==> src/rtl/muxn_pkg.sv <==
// rtl/muxn_pkg.sv - sizing helpers shared by the pipelined N:1 mux and its stages
package muxn_pkg;

    // Tree depth for n leaves. Never returns 0, so a 2:1 mux still gets one stage.
    function automatic int clog2_min1(input int n);
        int r;
        r = 1;
        for (int i = 1; i < 31; i++) begin
            if ((1 << i) < n) begin
                r = i + 1;
            end
        end
        return r;
    endfunction

    // Leaf count after zero-padding n words up to the next power of two.
    function automatic int padded_count(input int n);
        return 1 << clog2_min1(n);
    endfunction

endpackage

==> src/rtl/muxn_pipe_stage.sv <==
// rtl/muxn_pipe_stage.sv - one registered level of the pipelined mux tree
//
// Ports:
//   clk, rst      clock; asynchronous active-high clear of every register
//   advance       load enable shared by all levels (low = hold)
//   d_in          M words from the previous level (word j at d_in[j*W +: W])
//   sel_in        unconsumed select bits; bit 0 steers this level
//   err_in        out-of-range flag travelling with the item
//   valid_in      item valid from the previous level
//   echo_in       full original select, registered only when ECHO=1
//   d_q           M/2 registered words
//   sel_q         sel_in[SW-1:1] registered (tied 0 when nothing remains)
//   err_q         registered err_in
//   valid_q       registered valid_in
//   echo_q        registered echo_in (tied 0 when ECHO=0)
module muxn_pipe_stage
    import muxn_pkg::*;
#(
    parameter int M       = 2,
    parameter int W       = 32,
    parameter int SW      = 1,
    parameter int EW      = 1,
    parameter bit ECHO    = 1'b0,
    localparam int SOW    = (SW > 1) ? SW - 1 : 1
) (
    input  logic                 clk,
    input  logic                 rst,
    input  logic                 advance,
    input  logic [M*W-1:0]       d_in,
    input  logic [SW-1:0]        sel_in,
    input  logic                 err_in,
    input  logic                 valid_in,
    input  logic [EW-1:0]        echo_in,
    output logic [(M/2)*W-1:0]   d_q,
    output logic [SOW-1:0]       sel_q,
    output logic                 err_q,
    output logic                 valid_q,
    output logic [EW-1:0]        echo_q
);

    logic [(M/2)*W-1:0] d_pick;

    // Pair (2j, 2j+1); the odd entry wins when this level's select bit is set.
    always_comb begin
        d_pick = '0;
        for (int j = 0; j < M / 2; j++) begin
            d_pick[j*W +: W] = sel_in[0] ? d_in[(2*j+1)*W +: W] : d_in[(2*j)*W +: W];
        end
    end

    always_ff @(posedge clk or posedge rst) begin
        if (rst) begin
            d_q     <= '0;
            err_q   <= 1'b0;
            valid_q <= 1'b0;
        end else if (advance) begin
            d_q     <= d_pick;
            err_q   <= err_in;
            valid_q <= valid_in;
        end
    end

    generate
        if (SW > 1) begin : g_sel
            always_ff @(posedge clk or posedge rst) begin
                if (rst) begin
                    sel_q <= '0;
                end else if (advance) begin
                    sel_q <= sel_in[SW-1:1];
                end
            end
        end else begin : g_nosel
            // Root level: every select bit has been consumed.
            assign sel_q = '0;
        end

        if (ECHO) begin : g_echo
            always_ff @(posedge clk or posedge rst) begin
                if (rst) begin
                    echo_q <= '0;
                end else if (advance) begin
                    echo_q <= echo_in;
                end
            end
        end else begin : g_noecho
            logic unused_echo;
            assign unused_echo = ^echo_in;
            assign echo_q      = '0;
        end
    endgenerate

endmodule

==> src/rtl/muxn_pipe.sv <==
// rtl/muxn_pipe.sv - pipelined N:1 word multiplexer with valid/ready backpressure
//
// Ports:
//   clk, rst     clock; asynchronous active-high reset
//   inputs       N packed words, word i at inputs[i*W +: W]
//   sel          index of the word to forward (L bits)
//   in_valid     inputs/sel valid this cycle
//   in_ready     pipeline accepts a transfer this cycle
//   out          selected word, 0 whenever out_valid=0
//   out_valid    out holds a result
//   out_ready    consumer accepts out this cycle
//   sel_err      with out_valid: the item's sel was >= N (out is then 0)
//   sel_out      original sel of the output item, 0 when idle
//                (present only with MUXN_PIPE_SEL_ECHO_EN defined)
//
// Optional feature macro: MUXN_PIPE_SEL_ECHO_EN
module muxn_pipe
    import muxn_pkg::*;
#(
    parameter int N = 8,
    parameter int W = 32,
    localparam int L = clog2_min1(N)
) (
    input  logic           clk,
    input  logic           rst,
    input  logic [N*W-1:0] inputs,
    input  logic [L-1:0]   sel,
    input  logic           in_valid,
    output logic           in_ready,
    output logic [W-1:0]   out,
    output logic           out_valid,
    input  logic           out_ready,
    output logic           sel_err
`ifdef MUXN_PIPE_SEL_ECHO_EN
    ,
    output logic [L-1:0]   sel_out
`endif
);

    localparam int PAD       = padded_count(N);
    // Level k keeps L-k select bits; the extra bit is the root stage's dummy slot.
    localparam int SEL_BITS  = (L * (L + 1)) / 2 + 1;
    localparam logic [31:0] N_U = N;
`ifdef MUXN_PIPE_SEL_ECHO_EN
    localparam bit ECHO = 1'b1;
`else
    localparam bit ECHO = 1'b0;
`endif

    // All tree levels packed back to back: level k holds PAD>>k words
    // starting at word offset 2*PAD - 2*(PAD>>k).
    wire  [(2*PAD-1)*W-1:0] tree_d;
    wire  [SEL_BITS-1:0]    tree_s;
    wire  [L:0]             tree_v;
    wire  [L:0]             tree_e;
    wire  [L-1:0]           tree_echo [0:L];
    logic [PAD*W-1:0]       leaf_d;
    logic                   advance;

    // The whole pipeline moves together; a stalled output freezes every level.
    assign advance  = !tree_v[L] || out_ready;
    assign in_ready = advance;

    // Zero padding doubles as the result for out-of-range selects.
    always_comb begin
        leaf_d          = '0;
        leaf_d[N*W-1:0] = inputs;
    end

    assign tree_d[PAD*W-1:0] = leaf_d;
    assign tree_s[L-1:0]     = sel;
    assign tree_v[0]         = in_valid;
    assign tree_e[0]         = ({{(32-L){1'b0}}, sel} >= N_U);
`ifdef MUXN_PIPE_SEL_ECHO_EN
    assign tree_echo[0]      = sel;
`else
    assign tree_echo[0]      = '0;
`endif

    generate
        for (genvar k = 1; k <= L; k++) begin : g_stage
            localparam int M   = PAD >> (k - 1);
            localparam int SW  = L - k + 1;
            localparam int SOW = (SW > 1) ? SW - 1 : 1;
            localparam int DI  = 2 * PAD - 2 * (PAD >> (k - 1));
            localparam int DO  = 2 * PAD - 2 * (PAD >> k);
            localparam int SI  = (k - 1) * L - ((k - 1) * (k - 2)) / 2;
            localparam int SO  = k * L - (k * (k - 1)) / 2;

            muxn_pipe_stage #(
                .M    (M),
                .W    (W),
                .SW   (SW),
                .EW   (L),
                .ECHO (ECHO)
            ) u_stage (
                .clk      (clk),
                .rst      (rst),
                .advance  (advance),
                .d_in     (tree_d[DI*W +: M*W]),
                .sel_in   (tree_s[SI +: SW]),
                .err_in   (tree_e[k-1]),
                .valid_in (tree_v[k-1]),
                .echo_in  (tree_echo[k-1]),
                .d_q      (tree_d[DO*W +: (M/2)*W]),
                .sel_q    (tree_s[SO +: SOW]),
                .err_q    (tree_e[k]),
                .valid_q  (tree_v[k]),
                .echo_q   (tree_echo[k])
            );
        end
    endgenerate

    assign out_valid = tree_v[L];
    assign out       = tree_v[L] ? tree_d[(2*PAD-2)*W +: W] : '0;
    assign sel_err   = tree_v[L] & tree_e[L];

`ifdef MUXN_PIPE_SEL_ECHO_EN
    assign sel_out   = tree_v[L] ? tree_echo[L] : '0;
`else
    logic unused_echo;
    assign unused_echo = ^tree_echo[L];
`endif

    logic unused_tail;
    assign unused_tail = tree_s[SEL_BITS-1];

endmodule

==> config.mk <==
export PLATFORM = sky130hd
export DESIGN_NAME = muxn_pipe
export DESIGN_NICKNAME = d
export VERILOG_FILES = /design/src/rtl/muxn_pkg.sv /design/src/rtl/muxn_pipe_stage.sv /design/src/rtl/muxn_pipe.sv
export SDC_FILE = /design/constraint.sdc
export NUM_CORES = 1
export LEC_CHECK = 0
export BUFFER_PORTS_ARGS = -buffer_cell sky130_fd_sc_hd__buf_2
export CAP_MARGIN = 20
export CORE_MARGIN = 1.5
export CORE_UTILIZATION = 53
export DETAILED_ROUTE_END_ITERATION = 6
export PLACE_DENSITY = 0.87
export SYNTH_ARGS = -nofsm -noshare
export SYNTH_HDL_FRONTEND = slang
export SYNTH_HIERARCHICAL = 1
export SYNTH_SLANG_ARGS = --single-unit
==> constraint.sdc <==
create_clock -name clk -period 5.9 [get_ports clk]
set_clock_uncertainty 0.15 [all_clocks]
set_input_delay 1.18 -clock clk [delete_from_list [all_inputs] [get_ports clk]]
set_output_delay 1.18 -clock clk [all_outputs]
set_load 0.01 [all_outputs]
# Yosys cells after proc, flatten, opt, wreduce, memory -nomap -nowiden
# Index checks and enable logic that the tools add are counted.
[op_classes] mux=8 n_reduce_logical=2
[ops] op="two-way mux 32 bit" count=8
[ops] op="zero test 1 bit" count=1
[ops] op="logical OR 1 bit" count=1
[totals] register_bits=230 in_bits=263 output_inout_bits=35 wordCells=18

# Logic depth before layout (Yosys ltp)
# Gate-level depths: netlist of run 1.
[logic_depth] word_depth=2 mapped_depth=6 depth_no_buf=3

# Cells and area by module
# Netlist of run 1, hierarchy kept.
[modules_own_cells] mod="muxn_pipe_stage (g_stage[1].u_stage)" n_inst=1 cells_per_inst=568 area_each_um2=6185.9
[modules_own_cells] mod="muxn_pipe_stage (g_stage[2].u_stage)" n_inst=1 cells_per_inst=289 area_each_um2=3116.7
[modules_own_cells] mod="muxn_pipe_stage (g_stage[3].u_stage)" n_inst=1 cells_per_inst=149 area_each_um2=1617.8
[modules_own_cells] mod="muxn_pipe" n_inst=1 cells_per_inst=38 area_each_um2=274.0

# Worst setup path after synthesis of run 1
# No wires, ideal clock.
[synth_path] path_type="input port to output port" from="input out_ready" to="output in_ready" arrival_ns=1.460 required_ns=4.570 slack_ns=3.110 stages=1 path_cell_list="or2b_1"
[synth_between] elab_chain_cells=1
[synth_lines] item="from (decl)" line="muxn_pipe.sv:32" text="input logic out_ready,"
[synth_lines] item="logical OR 1 bit" line="muxn_pipe.sv:61" text="assign advance = !tree_v[L] || out_ready;"
[synth_lines] item="to (decl)" line="muxn_pipe.sv:29" text="output logic in_ready,"
# Every way passes these cells.

# Worst setup path after layout of run 1
# Same ends and word-level chain as after synthesis.

==> impl_metrics.yaml, run 1 <==
outcome:
  outcome: "finished, final reports clean"
floorplanning:
  coreArea_um2: 20400
  dieHeight_um: 148
  fp-row-count: 52
  die_area_um2: 21800
  die_w_um: 148
  start_util_pct: 54.5
  boundaryPins: 298
route:
  met3_length_um: 1340
  initialDrtViolationCount: 366
  drt-wirelength-per-cell_um: 15.5
  wl_met2_um: 12900
  met1_length_um: 9670
  drc: 0
  vias_per_cell: 5.24
  drt_wl_total_um: 24400
  firstDrtPassIters: 5
  highest_layer: "met4"
  final_antenna_net_count: 0
  num_vias: 8236
placed_design:
  pre_cts_ws_ns: 2.62
  io_buffers: 297
  hpwlAfterDp_um: 16600
  place_congestion: 0.790
final_layout:
  layout-drive-gt1-share_pct: 30.1
  final_common_cell: "buf_2"
  nets: 1548
  num_antenna_cells: 0
  syn2layout_area_growth_pct: 18.4
  final_cell_mix: "296 x buf_2, 231 x dfrtp_1, 224 x mux2i_1, 224 x nor2_1, 224 x a21oi_1"
cts:
  clock_latency_ns: 0.51
  clkSlewWorstSetupHoldPaths_ns: 0.06
  hold_buffers: 0
  numCtsBuffers: 25
  cts_root_buf: "clkbuf_16"
  clk_path_buf_depth: 3
  ctsResizeCount: 0
  post_cts_buffers: 0
  cts_sinks: 233
  cts_tree: "yes"
  cts_max_level: 1
critical_path:
  worstPathArrival_ns: 1.95
  required_ns: 4.57
  cp_slowest_cell: "or2b_4"
  crit_fanout: 53
  critPathMaxStageDelay_ns: 0.46
  crit_path_end_kind: "output pin"
  crit_type: "primary input to output pin"
  crit_top_cell: "buf_2"
  critPathLaunchType: "primary input"
  path_cells: "buf_2, or2b_4, buf_2"
timing:
  fin_crit_sh_pct: 55.6
  fin_tns_setup_ns: 0
  fin_ws_ns: 2.62
  max_freq_mhz: 305
  setup-violations-final: 0
  hold_viol: 0
  drv_slew: 0
  fin_crit_ns: 3.28
  rsz0062_at_grt: "no"
  maxSlewHeadroom_pct: 32.3
  worstMarginPinSlew_ns: 1.01
synthesis:
  avgSynthCellArea_um2: 10.8
  syn-cell-area_um2: 11100
  yosys_warnings: 6
  synth_fp_nets: 1294
  syn_inst: 1031
power:
  p_leak_nw: 6.44
  power_density_nw_per_um2: 449
  ir_drop_mv: 0.263
global_route:
  grt_pass1_vias: 8049
  grt_max_degree: 211
  gr-total-overflow: 0
  grt_pass1_wl_um: 38600
  antenna_found_initial: 0
  grtUsageTotal_pct: 22.1
run:
  cap_violations: 0
min_path:
  hp-class: "flop to flop"
cell type report:
class                      instances  area, um^2
fill                            1591        7210
sequential                       233        5840
multi-input combinational        716        4570
timing repair buffer             306        1610
clock buffer                      39         758
tap                              270         338
clock inverter                     6        32.5
inverter                           3        16.3
sequential cells by signal (all words and copies together), names as in the netlist:
register,count
g_stage.u_stage/d_q,224
g_stage.u_stage/err_q,3
g_stage.u_stage/sel_q,3
g_stage.u_stage/valid_q,3
worst paths after layout:
check	start	to	slack, ns	depth (start not counted)
hold reg to reg	g_stage[2].u_stage/valid_q$_DFFE_PP0P_	g_stage[3].u_stage/valid_q$_DFFE_PP0P_	0.36	1
setup reg to reg	g_stage[3].u_stage/valid_q$_DFFE_PP0P_	g_stage[2].u_stage/sel_q$_DFFE_PP0P_	3.25	3
setup / recovery	out_ready	in_ready	2.62	3
hold / removal	g_stage[2].u_stage/valid_q$_DFFE_PP0P_	g_stage[3].u_stage/valid_q$_DFFE_PP0P_	0.36	1
min in group asynchronous	rst	g_stage[3].u_stage/d_q[20]$_DFFE_PP0P_	0.44	2
max in group asynchronous	rst	g_stage[1].u_stage/d_q[48]$_DFFE_PP0P_	3.68	3
power breakdown:
group	switching [mW]	leakage (nW)	total, mW	internal (mW)
logic	0.943	3.43	1.76	0.817
registers	0.443	2.62	2.66	2.21
clock network	0.603	0.392	1.48	0.878
total	1.99	6.44	5.90	3.91
worst max-delay path: cells and delay by family:
kind,cells,cell delay [ns]
buffers and inverters,2,0.31
AND/OR/NAND/NOR,1,0.46
layer usage:
layer / global-route usage (%) / up-vias
li1: - / 4056
met1: 27.0 / 3898
met2: 40.7 / 247
met3: 3.43 / 35
met4: 5.45 / 0
met5: 0 / -
per-stage QoR:
stage	std cells	total power, mW	util (%)	cell area [um^2]	hold slack, ns
after floorplan	1031	3.92	-	11100	0.323
after global placement	1527	4.33	60.6	12300	0.327
after detailed placement	1527	4.41	60.6	12300	0.348
after CTS	1572	5.93	64.5	13100	0.364
after global routing	1573	6.27	64.6	13200	0.376
final	1573	5.90	64.6	13200	0.362
Power figures use the tool's default switching activity.
==> run 2: changes to the inputs <==
Settings changed: CORE_UTILIZATION 53 to 48, PLACE_DENSITY 0.87 to 0.84.
Clock period 5.9 ns to 2.98 ns, I/O delays scaled along.
==> run 2 against run 1 <==
Register-to-register slack got worse by 2.3 ns. Count of clock-buffer cells in the layout fell by 3. Via count fell by 1.1%. Sequential power rose by 100%. Clock power rose by 100%. Combinational power rose by 97%. Die area rose by 10%. Setup slack got worse by 1.9 ns. Wire length rose by 2.7%. Cell count rose by 1.6%. Largest cell class unchanged. Highest routed layer unchanged.
==> impl_metrics.yaml, run 2 (synthesis gave the netlist of run 1 again) <==
outcome:
  outcome: "finished, final reports clean"
cts:
  post_cts_buffers: 0
  cts_tree: "yes"
  clkSlewWorstSetupHoldPaths_ns: 0.06
  cts_sinks: 233
  clk_path_buf_depth: 3
  clock_latency_ns: 0.52
  ctsResizeCount: 0
  numCtsBuffers: 25
  cts_max_level: 1
  hold_buffers: 0
  cts_root_buf: "clkbuf_16"
placed_design:
  io_buffers: 297
  place_congestion: 0.810
  hpwlAfterDp_um: 17100
route:
  drc: 0
  num_vias: 8143
  drt-wirelength-per-cell_um: 15.7
  initialDrtViolationCount: 292
  final_antenna_net_count: 0
  firstDrtPassIters: 4
  vias_per_cell: 5.10
  drt_wl_total_um: 25100
global_route:
  use_met1_pct: 24.9
  grtUsageTotal_pct: 20.7
  grt_max_degree: 160
  grtUsageMet2_pct: 38.7
  gr-max-usage-layer: "met2"
  grt_util_met3_pct: 3.34
  gr-total-overflow: 0
  grt_pass1_vias: 7944
  grt_pass1_wl_um: 39700
  antenna_found_initial: 0
final_layout:
  largest_reg_flops: 224
  n_fill_cell: 1890
  final_common_cell: "buf_2"
  largest-register: "g_stage.u_stage/d_q"
  layout-drive-gt1-share_pct: 30.5
  nets: 1557
  final_cell_mix: "296 x buf_2, 231 x dfrtp_1, 224 x mux2i_1, 224 x nor2_1, 224 x a21oi_1"
  num_antenna_cells: 0
  syn2layout_area_growth_pct: 19.7
power:
  p_leak_nw: 6.50
  power_density_nw_per_um2: 888
  power_mw: 11.8
  ir_drop_mv: 0.511
timing:
  hold_ws_ns: 0.0250
  fin_crit_sh_pct: 77.3
  fin_crit_ns: 2.30
  maxSlewHeadroom_pct: 32.9
  setup-violations-final: 0
  hold_viol: 0
  drv_slew: 0
  worstMarginPinSlew_ns: 1.01
  max_freq_mhz: 434
  rsz0062_at_grt: "no"
  fin_tns_setup_ns: 0
min_path:
  hp-class: "primary input to asynchronous set/reset pin"
critical_path:
  crit_path_end_kind: "output pin"
  critPathMaxStageDelay_ns: 0.35
  cp_slowest_cell: "dfrtp_1"
  crit_fanout: 35
  crit_type: "flop to output pin"
  path_cells: "buf_4, and2_2, buf_2"
  path_delay_family: "buffers and inverters"
  critPathLaunchType: "flop"
  required_ns: 2.23
  timing.critical_path.buf_inv: 2
  timing.rr.start: "g_stage[1].u_stage/sel_q[0]$_DFFE_PP0P_"
  worstPathArrival_ns: 1.56
  cp-startpoint: "g_stage[3].u_stage/valid_q$_DFFE_PP0P_"
floorplanning:
  coreArea_um2: 22600
  die_w_um: 155
  fp-row-count: 55
  start_util_pct: 49.1
  boundaryPins: 298
  dieHeight_um: 155
  die_area_um2: 24100
run:
  cap_violations: 0
[run 2: cell types whose count changed in the layout (fill, tap and decap cells not counted), moves of 2 or more]
cell,change
clkbuf_1,+2
buf_12,+5
clkbuf_8,-5
bufinv_16,+2
buf_4,+5
clkinv_2,+3
[run 2: layout make-up]
class	instances	area, um^2	share of cell area [%]
flip-flops and latches	233	5840	43.9
clock buffers	36	697	5.24
multi-input cells	716	4570	34.4
well taps	285	357	2.68
clock inverters	10	104	0.781
repair buffers	315	1720	12.9
inverters	3	16.3	0.122
[run 2: path summary, 6_finish.rpt]
path / endpoint / depth (start not counted) / slack, ns
setup / recovery: out[6] / 3 / 0.68
hold / removal: g_stage[2].u_stage/d_q[45]$_DFFE_PP0P_ / 3 / 0.02
setup reg to reg: g_stage[2].u_stage/d_q[27]$_DFFE_PP0P_ / 3 / 0.92
hold reg to reg: g_stage[2].u_stage/err_q$_DFFE_PP0P_ / 1 / 0.36
max in group asynchronous: g_stage[1].u_stage/d_q[54]$_DFFE_PP0P_ / 3 / 1.92
min in group clk: g_stage[1].u_stage/sel_q[0]$_DFFE_PP0P_ / 2 / 0.18
[run 2: worst register-to-register path, stage by stage, from the launching register on]
cell     delay [ns]
dfrtp_4        1.03
buf_4          0.36
mux2i_1        0.25
a21oi_1        0.11
[run 2: per-layer routing]
metal / up-vias / routed length, um
met3: 38 / 1290
met2: 247 / 13100
met1: 3782 / 10200
met4: 0 / 514
met5: - / 0
li1: 4076 / -
[run 2: metrics by stage]
step / setup WS, ns / utilization [%] / cell area [um^2] / std cells
after floorplan: 0.551 / - / 11100 / 1031
after global placement: 0.905 / 55.2 / 12500 / 1552
after detailed placement: 0.893 / 55.2 / 12500 / 1552
after CTS: 0.650 / 58.7 / 13300 / 1598
after global routing: 0.573 / 58.7 / 13300 / 1598
final: 0.676 / 58.7 / 13300 / 1598
[run 2: report_power, final]
group / total (mW) / internal [mW] / switching, mW
logic: 3.47 / 1.63 / 1.84
registers: 5.31 / 4.38 / 0.926
clock network: 3.02 / 1.80 / 1.23
total: 11.8 / 7.81 / 3.99
==> run 3: changes to the inputs <==
Settings changed: CORE_UTILIZATION 48 to 53, PLACE_DENSITY 0.84 to 0.87.
Clock period 2.98 ns to 2.3 ns, I/O delays scaled along.
==> run 3 against run 2 <==
Count of clock-buffer cells in the layout up 2. Sequential power is 27% higher. Via count grew 2.1%. Non-clock buffer count rose by 11. First-iteration DRC count grew 79%. Critical endpoint is now out[2]. Setup slack worse by 0.52 ns. Wire length rose by 1.5%. Global-route usage is 2.6 points higher. Combinational power increased by 37%.
==> impl_metrics.yaml, run 3 (synthesis gave the netlist of run 1 again) <==
timing:
  fin_tns_setup_ns: 0
  setup-violations-final: 0
  maxSlewHeadroom_pct: 58.4
  drv_slew: 0
  worstMarginPinSlew_ns: 0.624
  fin_crit_ns: 2.14
  hold_viol: 0
  fin_crit_sh_pct: 93.2
  max_freq_mhz: 466
  rsz0062_at_grt: "no"
critical_path:
  r2r-end: "g_stage[3].u_stage/d_q[15]$_DFFE_PP0P_"
  crit_path_end_kind: "output pin"
  crit_type: "flop to output pin"
  path_cells: "buf_4, and2_2, buf_2"
  timing.rr.start: "g_stage[3].u_stage/valid_q$_DFFE_PP0P_"
  critPathLaunchType: "flop"
  r2r_setup_slack_ns: 0.47
  required_ns: 1.69
  rr_worst_depth: 5
  worstPathArrival_ns: 1.53
  cp_slowest_cell: "dfrtp_1"
  crit_fanout: 35
  critPathMaxStageDelay_ns: 0.34
global_route:
  grtUsageTotal_pct: 23.3
  grt_pass1_vias: 8180
  gr-max-usage-layer: "met2"
  antenna_found_initial: 0
  gr-total-overflow: 0
  grt_util_met3_pct: 3.55
  grtUsageMet2_pct: 42.8
  grt_max_degree: 98
  use_met1_pct: 28.5
  grt_pass1_wl_um: 40400
power:
  power.switching_mw: 5.18
  power_density_nw_per_um2: 1140
  p_comb_share_pct: 31.0
  p_leak_nw: 6.58
  ir_drop_mv: 0.598
  sw_frac_of_total_pct: 33.7
  p_int_mw: 10.2
  clock_power_share_pct: 25.0
  power_mw: 15.4
  p_seq_share_pct: 44.1
cts:
  clkSlewWorstSetupHoldPaths_ns: 0.06
  clock_latency_ns: 0.52
  numCtsBuffers: 25
  clk_path_buf_depth: 3
  cts_max_level: 1
  ctsResizeCount: 0
  post_cts_buffers: 0
  hold_buffers: 1
  cts_tree: "yes"
  cts_sinks: 233
  cts_root_buf: "clkbuf_16"
final_layout:
  n_fill_cell: 1584
  layout-drive-gt1-share_pct: 30.9
  largest-register: "g_stage.u_stage/d_q"
  final_common_cell: "buf_2"
  num_antenna_cells: 0
  final_cell_mix: "296 x buf_2, 231 x dfrtp_1, 224 x mux2i_1, 224 x nor2_1, 224 x a21oi_1"
  largest_reg_flops: 224
  syn2layout_area_growth_pct: 20.8
  nets: 1568
outcome:
  outcome: "finished, final reports clean"
floorplanning:
  die_w_um: 148
  fp-row-count: 52
  coreArea_um2: 20400
  boundaryPins: 298
  start_util_pct: 54.5
  dieHeight_um: 148
  die_area_um2: 21800
min_path:
  hp-class: "primary input to flop"
  hp-start: "in_valid"
  holdPathStages: 2
  min_delay_worst_endpoint: "g_stage[1].u_stage/valid_q$_DFFE_PP0P_"
run:
  cap_violations: 0
route:
  initialDrtViolationCount: 522
  firstDrtPassIters: 4
  num_vias: 8318
  vias_per_cell: 5.22
  drt-wirelength-per-cell_um: 16.0
  drt_wl_total_um: 25500
  drc: 0
  final_antenna_net_count: 0
placed_design:
  io_buffers: 297
  hpwlAfterDp_um: 18100
  place_congestion: 0.786
-- run 3: through the flow --
stage                     cells  cell area (um^2)  hold WS [ns]  worst slack [ns]  util, %
after floorplan            1031             11100         0.323           0.00684        -
after global placement     1547             12600         0.335             0.503     62.0
after detailed placement   1547             12600         0.344             0.426     62.0
after CTS                  1593             13400        0.0272             0.131     65.9
after global routing       1593             13400        0.0401            0.0377     65.9
final                      1593             13400        0.0405             0.156     65.9
-- run 3: per-layer routing --
| layer | wire length, um | part of all wire, % |
|---|---|---|
| met3 | 1270 | 5.0 |
| met2 | 13500 | 53 |
| met4 | 536 | 2.1 |
| met5 | 0 | 0 |
| met1 | 10200 | 40 |
-- run 3: cell type report --
class	instances	area (um^2)	share of cell area [%]
clock buffers	38	724	5.40
clock inverters	7	67.6	0.503
inverters	3	15.0	0.112
multi-input cells	716	4570	34.0
flip-flops and latches	233	5840	43.5
well taps	270	338	2.52
repair buffers	326	1880	14.0
-- run 3: worst max-delay path: cells and delay by family (launching register included) --
family	cells	cell delay [ns]
buffers and inverters	2	0.43
DFF	1	0.34
and+or+nand+nor	1	0.24
-- run 3: worst max-delay path by stage --
stage	end	from	cells after the start
finish	out[2]	g_stage[3].u_stage/valid_q$_DFFE_PP0P_	3
global route	out[5]	g_stage[3].u_stage/valid_q$_DFFE_PP0P_	3
CTS	out[7]	g_stage[3].u_stage/valid_q$_DFFE_PP0P_	3
detailed placement	g_stage[3].u_stage/d_q[15]$_DFFE_PP0P_	out_ready	6
global placement	g_stage[1].u_stage/d_q[45]$_DFFE_PP0P_	out_ready	6
floorplan	g_stage[2].u_stage/d_q[0]$_DFFE_PP0P_	rst	1
-- run 3: power by group through the flow --
stage	combinational, mW	clock [mW]	sequential (mW)
after global placement	4.56	0	6.77
after floorplan	3.73	0	6.33
after detailed placement	4.77	0	6.81
after CTS	4.81	3.93	6.77
final	4.76	3.84	6.77
after global routing	5.29	4.09	6.94
